--- config.mk ---
export PLATFORM = sky130hd
export DESIGN_NAME = move_cmd_exec
export DESIGN_NICKNAME = d
export VERILOG_FILES = /design/src/rtl/tour_pkg.sv /design/src/rtl/sq_timer.sv /design/src/rtl/move_cmd_exec.sv
export SDC_FILE = /design/constraint.sdc
export NUM_CORES = 1
export LEC_CHECK = 0
export ABC_AREA = 1
export BUFFER_PORTS_ARGS = -buffer_cell sky130_fd_sc_hd__buf_2
export CAP_MARGIN = 20
export CORE_MARGIN = 2
export CORE_UTILIZATION = 60
export CTS_BUF_LIST = sky130_fd_sc_hd__clkbuf_4
export DETAILED_ROUTE_END_ITERATION = 6
export GPL_TIMING_DRIVEN = 1
export PLACE_DENSITY = 0.86
export SLEW_MARGIN = 20
export SYNTH_ARGS = -nofsm -noshare
export SYNTH_HDL_FRONTEND = slang
export SYNTH_SLANG_ARGS = --single-unit
--- constraint.sdc ---
create_clock -name clk -period 1.6 [get_ports clk]
set_input_delay 0.08 -clock clk [delete_from_list [all_inputs] [get_ports clk]]
set_output_delay 0.08 -clock clk [all_outputs]
set_load 0.1 [all_outputs]
--- src/rtl/tour_pkg.sv ---
// Shared definitions for the tour command path: opcodes, command word
// field positions and the executor state type.
package tour_pkg;

  // Opcodes; anything else decodes as a NOP
  localparam logic [3:0] OP_MOVE    = 4'h2;
  localparam logic [3:0] OP_MOVE_FF = 4'h3;

  // Command word layout: [15:12] opcode, [11:4] heading, [3:0] squares
  localparam int unsigned CMD_OP_MSB  = 15;
  localparam int unsigned CMD_OP_LSB  = 12;
  localparam int unsigned CMD_HDG_MSB = 11;
  localparam int unsigned CMD_HDG_LSB = 4;
  localparam int unsigned CMD_SQ_MSB  = 3;
  localparam int unsigned CMD_SQ_LSB  = 0;

  // Executor states, legacy encodings kept explicit
  typedef enum logic [2:0] {
    ST_IDLE    = 3'd0,
    ST_DECODE  = 3'd1,
    ST_MOVE    = 3'd2,
    ST_FANFARE = 3'd3,
    ST_RESP    = 3'd4
  } state_t;

  // True for the opcodes that drive the robot across squares
  function automatic logic is_move_op(input logic [3:0] op);
    return (op == OP_MOVE) || (op == OP_MOVE_FF);
  endfunction

endpackage

--- src/rtl/sq_timer.sv ---
// Loadable 16-bit down-counter. tc pulses for one cycle when the
// counter is enabled and sitting at zero; the owner reloads it then.
module sq_timer (
  input  logic        clk,
  input  logic        rst_n,
  input  logic        load,
  input  logic [15:0] load_val,
  input  logic        en,
  output logic        tc
);

  logic [15:0] cnt;

  // Load has priority; otherwise count down while enabled, holding at zero
  always_ff @(posedge clk or negedge rst_n) begin
    if (!rst_n) begin
      cnt <= '0;
    end else if (load) begin
      cnt <= load_val;
    end else if (en && (cnt != 16'd0)) begin
      cnt <= cnt - 16'd1;
    end
  end

  assign tc = en && (cnt == 16'd0);

endmodule

--- src/rtl/move_cmd_exec.sv ---
// Executes MOVE / MOVE_FF / NOP commands from TourCmd: latches the
// command, times each square, optionally holds a fanfare, then pulses
// send_resp. Define FANFARE_EN to enable the fanfare after MOVE_FF;
// without it MOVE_FF behaves as MOVE and fanfare is tied low.
module move_cmd_exec
  import tour_pkg::*;
#(
  parameter logic [15:0] SQ_CYCLES      = 16'd1000,
  parameter logic [15:0] FANFARE_CYCLES = 16'd500
) (
  input  logic        clk,
  input  logic        rst_n,
  input  logic [15:0] cmd,
  input  logic        cmd_rdy,
  output logic        clr_cmd_rdy,
  output logic        send_resp,
  output logic        moving,
  output logic [7:0]  heading,
  output logic        sq_done,
  output logic        fanfare
);

  state_t      state;
  state_t      state_nxt;
  logic [15:0] cmd_q;
  logic [3:0]  op_q;
  logic [3:0]  sq_q;
  logic [3:0]  sq_left;
  logic [7:0]  heading_q;
  logic        last_sq;
  logic        go_fanfare;
  logic        tmr_load;
  logic        tmr_en;
  logic [15:0] tmr_load_val;
  logic        tmr_tc;

  assign op_q    = cmd_q[CMD_OP_MSB:CMD_OP_LSB];
  assign sq_q    = cmd_q[CMD_SQ_MSB:CMD_SQ_LSB];
  assign last_sq = (sq_left == 4'd1);

`ifdef FANFARE_EN
  assign go_fanfare = (op_q == OP_MOVE_FF);
`else
  assign go_fanfare = 1'b0;
`endif

  // Next-state logic
  always_comb begin
    state_nxt = state;
    case (state)
      ST_IDLE:    if (cmd_rdy) state_nxt = ST_DECODE;
      ST_DECODE:  state_nxt = (is_move_op(op_q) && (sq_q != 4'd0)) ? ST_MOVE : ST_RESP;
      ST_MOVE:    if (tmr_tc && last_sq) state_nxt = go_fanfare ? ST_FANFARE : ST_RESP;
`ifdef FANFARE_EN
      ST_FANFARE: if (tmr_tc) state_nxt = ST_RESP;
`endif
      ST_RESP:    state_nxt = ST_IDLE;
      default:    state_nxt = ST_IDLE;
    endcase
  end

  // State register
  always_ff @(posedge clk or negedge rst_n) begin
    if (!rst_n) state <= ST_IDLE;
    else        state <= state_nxt;
  end

  // Command latch, square countdown and heading register
  always_ff @(posedge clk or negedge rst_n) begin
    if (!rst_n) begin
      cmd_q     <= '0;
      sq_left   <= '0;
      heading_q <= '0;
    end else begin
      if ((state == ST_IDLE) && cmd_rdy) cmd_q <= cmd;
      if (state == ST_DECODE) begin
        sq_left <= sq_q;
        if (is_move_op(op_q)) heading_q <= cmd_q[CMD_HDG_MSB:CMD_HDG_LSB];
      end else if ((state == ST_MOVE) && tmr_tc) begin
        sq_left <= sq_left - 4'd1;
      end
    end
  end

  // One down-counter serves both square and fanfare timing: it is armed
  // in DECODE, rearmed at every square end, and on the last square of a
  // fanfare move it is rearmed with the fanfare length instead.
  assign tmr_load     = (state == ST_DECODE) || ((state == ST_MOVE) && tmr_tc);
  assign tmr_load_val = ((state == ST_MOVE) && last_sq && go_fanfare) ?
                        (FANFARE_CYCLES - 16'd1) : (SQ_CYCLES - 16'd1);
  assign tmr_en       = (state == ST_MOVE) || (state == ST_FANFARE);

  sq_timer u_sq_timer (
    .clk      (clk),
    .rst_n    (rst_n),
    .load     (tmr_load),
    .load_val (tmr_load_val),
    .en       (tmr_en),
    .tc       (tmr_tc)
  );

  assign clr_cmd_rdy = (state == ST_DECODE);
  assign send_resp   = (state == ST_RESP);
  assign moving      = (state == ST_MOVE);
  assign sq_done     = (state == ST_MOVE) && tmr_tc;
  assign heading     = heading_q;
`ifdef FANFARE_EN
  assign fanfare     = (state == ST_FANFARE);
`else
  assign fanfare     = 1'b0;
`endif

endmodule

==> results of run 1 <==
==> cell families after synthesis <==
| group | count (synthesis) | synth area share |
|---|---|---|
| other cells | 1 | 0.00149 |
| compound gates | 42 | 0.0902 |
| fa+ha+maj | 4 | 0.0199 |
| buf+inv | 50 | 0.0887 |
| simple gates | 189 | 0.337 |
| flops | 46 | 0.459 |
| xor+xnor | 1 | 0.00349 |
==> area by class of cell <==
type / count / area, um2
timing repair buffer: 80 / 654
tap: 50 / 62.6
clock buffer: 5 / 37.5
sequential: 46 / 1150
clock inverter: 3 / 21.3
inverter: 44 / 184
multi-input combinational: 238 / 1260
fill: 192 / 633
==> worst min-delay path by stage <==
stage | start | to | slack [ns] | cells after the start
2_1_floorplan | rst_n | cmd_q[0] | -0.22 | 0
3_3_place_gp | rst_n | u_sq_timer.cnt[7] | 0.08 | 2
3_5_place_dp | rst_n | u_sq_timer.cnt[7] | 0.08 | 2
4_1_cts | rst_n | u_sq_timer.cnt[1] | 0.20 | 3
5_1_grt | rst_n | heading[3] | 0.22 | 3
6_report | rst_n | heading[7] | 0.18 | 3
==> registers in the layout, indices dropped and copies added, names as in the netlist <==
name            count
sq_left             4
cmd_q              15
state               3
u_sq_timer.cnt     16
heading             8
==> worst max-delay path, stage by stage, from the launching register on <==
cell,delay [ns]
dfrtp_1,0.43
nor2_2,0.18
nand2_1,0.12
nor2_4,0.15
nand3_4,0.11
clkinvlp_4,0.11
buf_12,0.17
==> metal layers <==
| layer | up-vias | track usage |
|---|---|---|
| li1 | 1192 | - |
| met1 | 1238 | 0.354 |
| met2 | 116 | 0.520 |
| met3 | 26 | 0.0536 |
| met4 | 0 | 0.125 |
| met5 | - | 0 |
==> metrics by stage <==
step	power, mW	hold slack, ns	setup TNS (ns)	worst slack [ns]	area (um2)
detailed placement	5.24	0.0804	-0.0206	-0.0151	2850
global placement	5.11	0.0795	0	0.0547	2850
CTS	5.95	0.204	-0.0620	-0.0620	3200
finish	6.47	0.179	-1.57	-0.144	3370
global route	6.83	0.218	-2.53	-0.184	3370
floorplan	4.49	-0.216	-3.68	-0.205	2540
==> synth_stat cells <==
master,count
nand3_2,1
xnor2_1,1
o21ai_2,3
nor2_4,2
nand3_1,16
nand2_2,4
inv_1,39
a21oi_1,6
buf_2,1
inv_2,4
buf_12,1
ha_1,4
nor2_8,1
nand2_8,1
o31ai_1,1
clkbuf_1,1
nor2_2,7
conb_1,1
nand4_1,1
inv_4,1
o211ai_1,1
nor3_1,2
buf_6,1
o21ai_0,29
nand3_4,2
dfrtp_1,46
nand3b_1,1
o21ai_1,2
nand2_1,117
buf_4,2
nor2_1,34
==> power groups by stage <==
stage	clock [mW]	combinational, mW	sequential [mW]
5_1_grt	0.645	4.21	1.98
3_5_place_dp	0	3.31	1.93
2_1_floorplan	0	1.88	2.61
6_report	0.590	3.94	1.94
3_3_place_gp	0	3.20	1.91
4_1_cts	0.577	3.46	1.91
==> timing repair <==
item,in CTS,in global routing
pin swaps,4,8
setup buffers,10,12
endpoints found under the setup margin,11,24
endpoints found under the hold margin,62,0
gates resized for setup,13,21
gates cloned,0,1
hold buffers,17,0
==> results_dict.tcl, run 1 <==
set metrics [dict create \
    status "complete, but fails checks" \
    violations "negative setup slack" \
    yosysUniqueCellTypes 31 \
    finalSetupViolCount 20 \
    crit_path_end_kind "output port" \
    drt-vias-per-instance 5.52 \
    hold_viol 0 \
    clk_pin_slew_ns 0.15 \
    syn_inst 333 \
    min_period_ns 1.74 \
    grt_max_degree 47 \
    power.internal_mw 3.01 \
    max-vdd-ir-drop_uv 1680 \
    crit_required_ns 1.52 \
    top_layer_used "met4" \
    dp_hpwl_um 3600 \
    grt.total_usage 0.296 \
    die_area_um2 4720 \
    rrSetupSlack_ns -0.14 \
    placedCellCount 418 \
    fin_crit_sh 1.09 \
    ys_ff_latch 46 \
    synth_top_area_frac 0.459 \
    ys.warnings.count 0 \
    clock_power_share 0.091 \
    max-clock-path-buffers 2 \
    r2r_cells 10 \
    drtIter0Drc 314 \
    p_leak_nw 1.70 \
    via_count 2572 \
    wl_um 7440 \
    startpoint_type "flop" \
    wl_met3_um 417 \
    grt-ovfl-total 0 \
    ys_seq_area_frac 0.459 \
    fin_cells 466 \
    n_antenna_cell 0 \
    wl_per_cell_um 16.0 \
    coreArea_um2 4000 \
    cts_tree "done" \
    met1_length_um 2950 \
    synth_top_area_cell "dfrtp_1" \
    cts_sinks 46 \
    worst-path-max-fanout 3 \
    routabilityCongestion 0.861 \
    fp-row-count 23 \
    grt_setup_unrepaired "true" \
    antenna_found_initial 0 \
    sw_frac_of_total 0.535 \
    io_buffer_count 29 \
    htreeDepth 2 \
    seqPwrFrac 0.300 \
    power_switching_mw 3.46 \
    fp.dieW_um 68.7 \
    met2WireLength_um 3800 \
    fin_ws_ns -0.144 \
    insertion_delay_ns 0.39 \
    fin_util 0.842 \
    grt_pass1_wl_um 10200 \
    r2r-end "sq_left[3]" \
    io_pins 32 \
    drv_cap 0 \
    netlist_area_um2 2510 \
    root_buffer "clkbuf_4" \
    drc 0 \
    grt_pass1_vias 2349 \
    worstSetupEndpoint "sq_done" \
    powerDensity_nw_per_um2 1920 \
    final_antenna_net_count 0 \
    cts_made_buffers 5 \
    fin_skew_ns 0.0128 \
    crit_start "u_sq_timer.cnt[12]" \
    start_util 0.627 \
    drv_slew 0 \
    synth_area_per_cell_um2 7.54 \
    crit_type "reg -> out" \
    r2r_start "u_sq_timer.cnt[12]" \
    fin_nets 438 \
    areaGrowthSynthToFinish_pct 34.1 \
    fmax_mhz 573 \
    die_y_um 68.7 \
    final_common_cell "nand2_1" \
    first_pass_iters 6 \
    cp.arrival_ns 1.66 \
    min_path_type "in -> async" \
    drive_above_1_share 0.293 \
    yosys-top-cells-area "dfrtp_1 (46%), nand2_1 (17%), inv_1 (5.8%)" \
    layout_common_cells "nand2_1 (112), dfrtp_1 (46), inv_1 (35)" \
    combPwrFrac 0.609 \
    syn-num-nets 356 \
]
No activity file was read; power rests on OpenSTA's default activity.
==> run 2, diff against run 1 <==
--- a/config.mk
+++ b/config.mk
@@ -13,7 +13,7 @@
 export CTS_BUF_LIST = sky130_fd_sc_hd__clkbuf_4
 export DETAILED_ROUTE_END_ITERATION = 6
 export GPL_TIMING_DRIVEN = 1
-export PLACE_DENSITY = 0.86
+export PLACE_DENSITY = 0.88
 export SLEW_MARGIN = 20
 export SYNTH_ARGS = -nofsm -noshare
 export SYNTH_HDL_FRONTEND = slang
==> constraint.sdc (replaced) <==
create_clock -name clk -period 1.6 [get_ports clk]
set_input_delay 0.08 -clock clk [delete_from_list [all_inputs] [get_ports clk]]
set_output_delay 0.08 -clock clk [all_outputs]
set_load 0.05 [all_outputs]
==> run 2 against run 1 <==
Compared with the run above: the flow finishes with violations (design-rule violations, negative setup slack); non-clock buffer count is the same; critical path depth up 4; die area stayed put; cell area is 1.1% lower; combinational power is 9.6% lower; sequential power hardly changed; first-iteration DRC count is 24% higher; flip-flop and latch count unchanged; final cell count rose by 0.21%; critical path type is now reg -> reg; highest routed layer unchanged.
==> results_dict.tcl, run 2 (synthesis gave the netlist of run 1 again) <==
set metrics [dict create \
    grt_pass1_wl_um 11200 \
    cp.arrival_ns 1.97 \
    grt-ovfl-total 0 \
    powerDensity_nw_per_um2 1840 \
    max_slew_margin 0.566 \
    grt_util_met2 0.585 \
    busiest_layer "met2" \
    crit_start "u_sq_timer.cnt[1]" \
    holdWs_ns 0.0246 \
    crit_type "reg -> reg" \
    largest_reg_flops 16 \
    cts_tree "done" \
    crit_path_end_kind "flop" \
    top_register "u_sq_timer.cnt" \
    hp-start "cmd_rdy" \
    drive_above_1_share 0.290 \
    grt_max_degree 29 \
    drc 13 \
    fp.dieW_um 68.7 \
    tightest_slew_ns 0.651 \
    n_antenna_cell 0 \
    worst-path-max-fanout 7 \
    io_buffer_count 29 \
    wl_um 8720 \
    drv_cap 0 \
    min_period_ns 1.72 \
    wl_per_cell_um 18.7 \
    fin_crit_sh 1.07 \
    fp-row-count 23 \
    root_buffer "clkbuf_4" \
    crit_required_ns 1.86 \
    routabilityCongestion 0.846 \
    finalPower_mw 6.14 \
    max-clock-path-buffers 2 \
    max-vdd-ir-drop_uv 1180 \
    seq_area_um2 1150 \
    via_count 2896 \
    cts_sinks 46 \
    drt-vias-per-instance 6.20 \
    p_leak_nw 1.71 \
    coreArea_um2 4000 \
    grt_pass1_vias 2502 \
    clk_pin_slew_ns 0.17 \
    grt.total_usage 0.328 \
    finalSetupViolCount 20 \
    grt_setup_unrepaired "true" \
    status "complete, but fails checks" \
    first_pass_iters 7 \
    use_met1 0.360 \
    final_common_cell "nand2_1" \
    die_y_um 68.7 \
    fmax_mhz 583 \
    r2r_start "u_sq_timer.cnt[1]" \
    cts_made_buffers 5 \
    die_area_um2 4720 \
    insertion_delay_ns 0.37 \
    start_util 0.627 \
    antenna_found_initial 0 \
    htreeDepth 2 \
    io_pins 32 \
    fin_ws_ns -0.116 \
    areaGrowthSynthToFinish_pct 32.7 \
    gr-usage-met3 0.0731 \
    fill_cells 197 \
    violations "design-rule violations, negative setup slack" \
    layout_common_cells "nand2_1 (113), dfrtp_1 (46), inv_1 (35)" \
    dp_hpwl_um 3730 \
    fin_skew_ns 0.0228 \
    drtIter0Drc 390 \
    final_antenna_net_count 0 \
    drv_slew 0 \
    startpoint_type "flop" \
    multiInputGateArea_um2 1270 \
    min_path_type "in -> reg" \
    fin_nets 439 \
    hold_viol 0 \
]
[run 2: power breakdown]
part,internal (mW),switching (mW),total (mW)
Clock,0.180,0.428,0.609
Combinational,1.15,2.41,3.56
Sequential,1.63,0.346,1.97
Total,2.95,3.19,6.14
[run 2: final timing paths]
check                      cells past startpoint                  to  slack (ns)
max                                           10  u_sq_timer.cnt[10]       -0.12
min                                            3            state[2]        0.02
max reg2reg                                   10  u_sq_timer.cnt[10]       -0.12
min reg2reg                                    2          heading[6]        0.50
max in group asynchronous                      3            cmd_q[2]        0.74
min in group asynchronous                      2   u_sq_timer.cnt[3]        0.24
[run 2: critical path: stages (launching register included)]
cell     delay (ns)
dfrtp_1        0.45
inv_2          0.09
ha_4           0.16
nand3_4        0.09
nor2_4         0.13
nand3_4        0.10
buf_4          0.19
nand2_4        0.14
nor2_8         0.06
nand2_1        0.09
nand2_1        0.09
[run 2: timing repair]
action                                  in CTS  in global routing
endpoints found under the setup margin       8                 21
endpoints found under the hold margin       41                  0
cloned                                       0                  2
setup buffers                               12                  9
pin swaps                                    7                  8
hold buffers                                16                  0
gates resized for setup                     15                 29
[run 2: per-layer routing]
metal	wire length (um)	vias up
met2	4170	274
met1	2830	1318
li1	-	1198
met5	0	-
met4	878	0
met3	852	106
[run 2: layout make-up]
type,count,share of cell area
clock buffers,5,0.0113
inverters,44,0.0541
multi-input cells,239,0.381
clock inverters,3,0.00752
repair buffers,80,0.182
flip-flops and latches,46,0.346
well taps,50,0.0188
[run 2: stage by stage]
stage          cells  utilization  instance area [um2]  worst slack, ns  setup TNS [ns]
6_report         467        0.832                 3330           -0.116          -0.996
5_1_grt          467        0.832                 3330           -0.197           -3.32
4_1_cts          456        0.783                 3130          -0.0699          -0.123
3_5_place_dp     420        0.693                 2770           0.0148               0
3_3_place_gp     420        0.693                 2770           0.0706               0
2_1_floorplan    333            -                 2510           0.0819               0
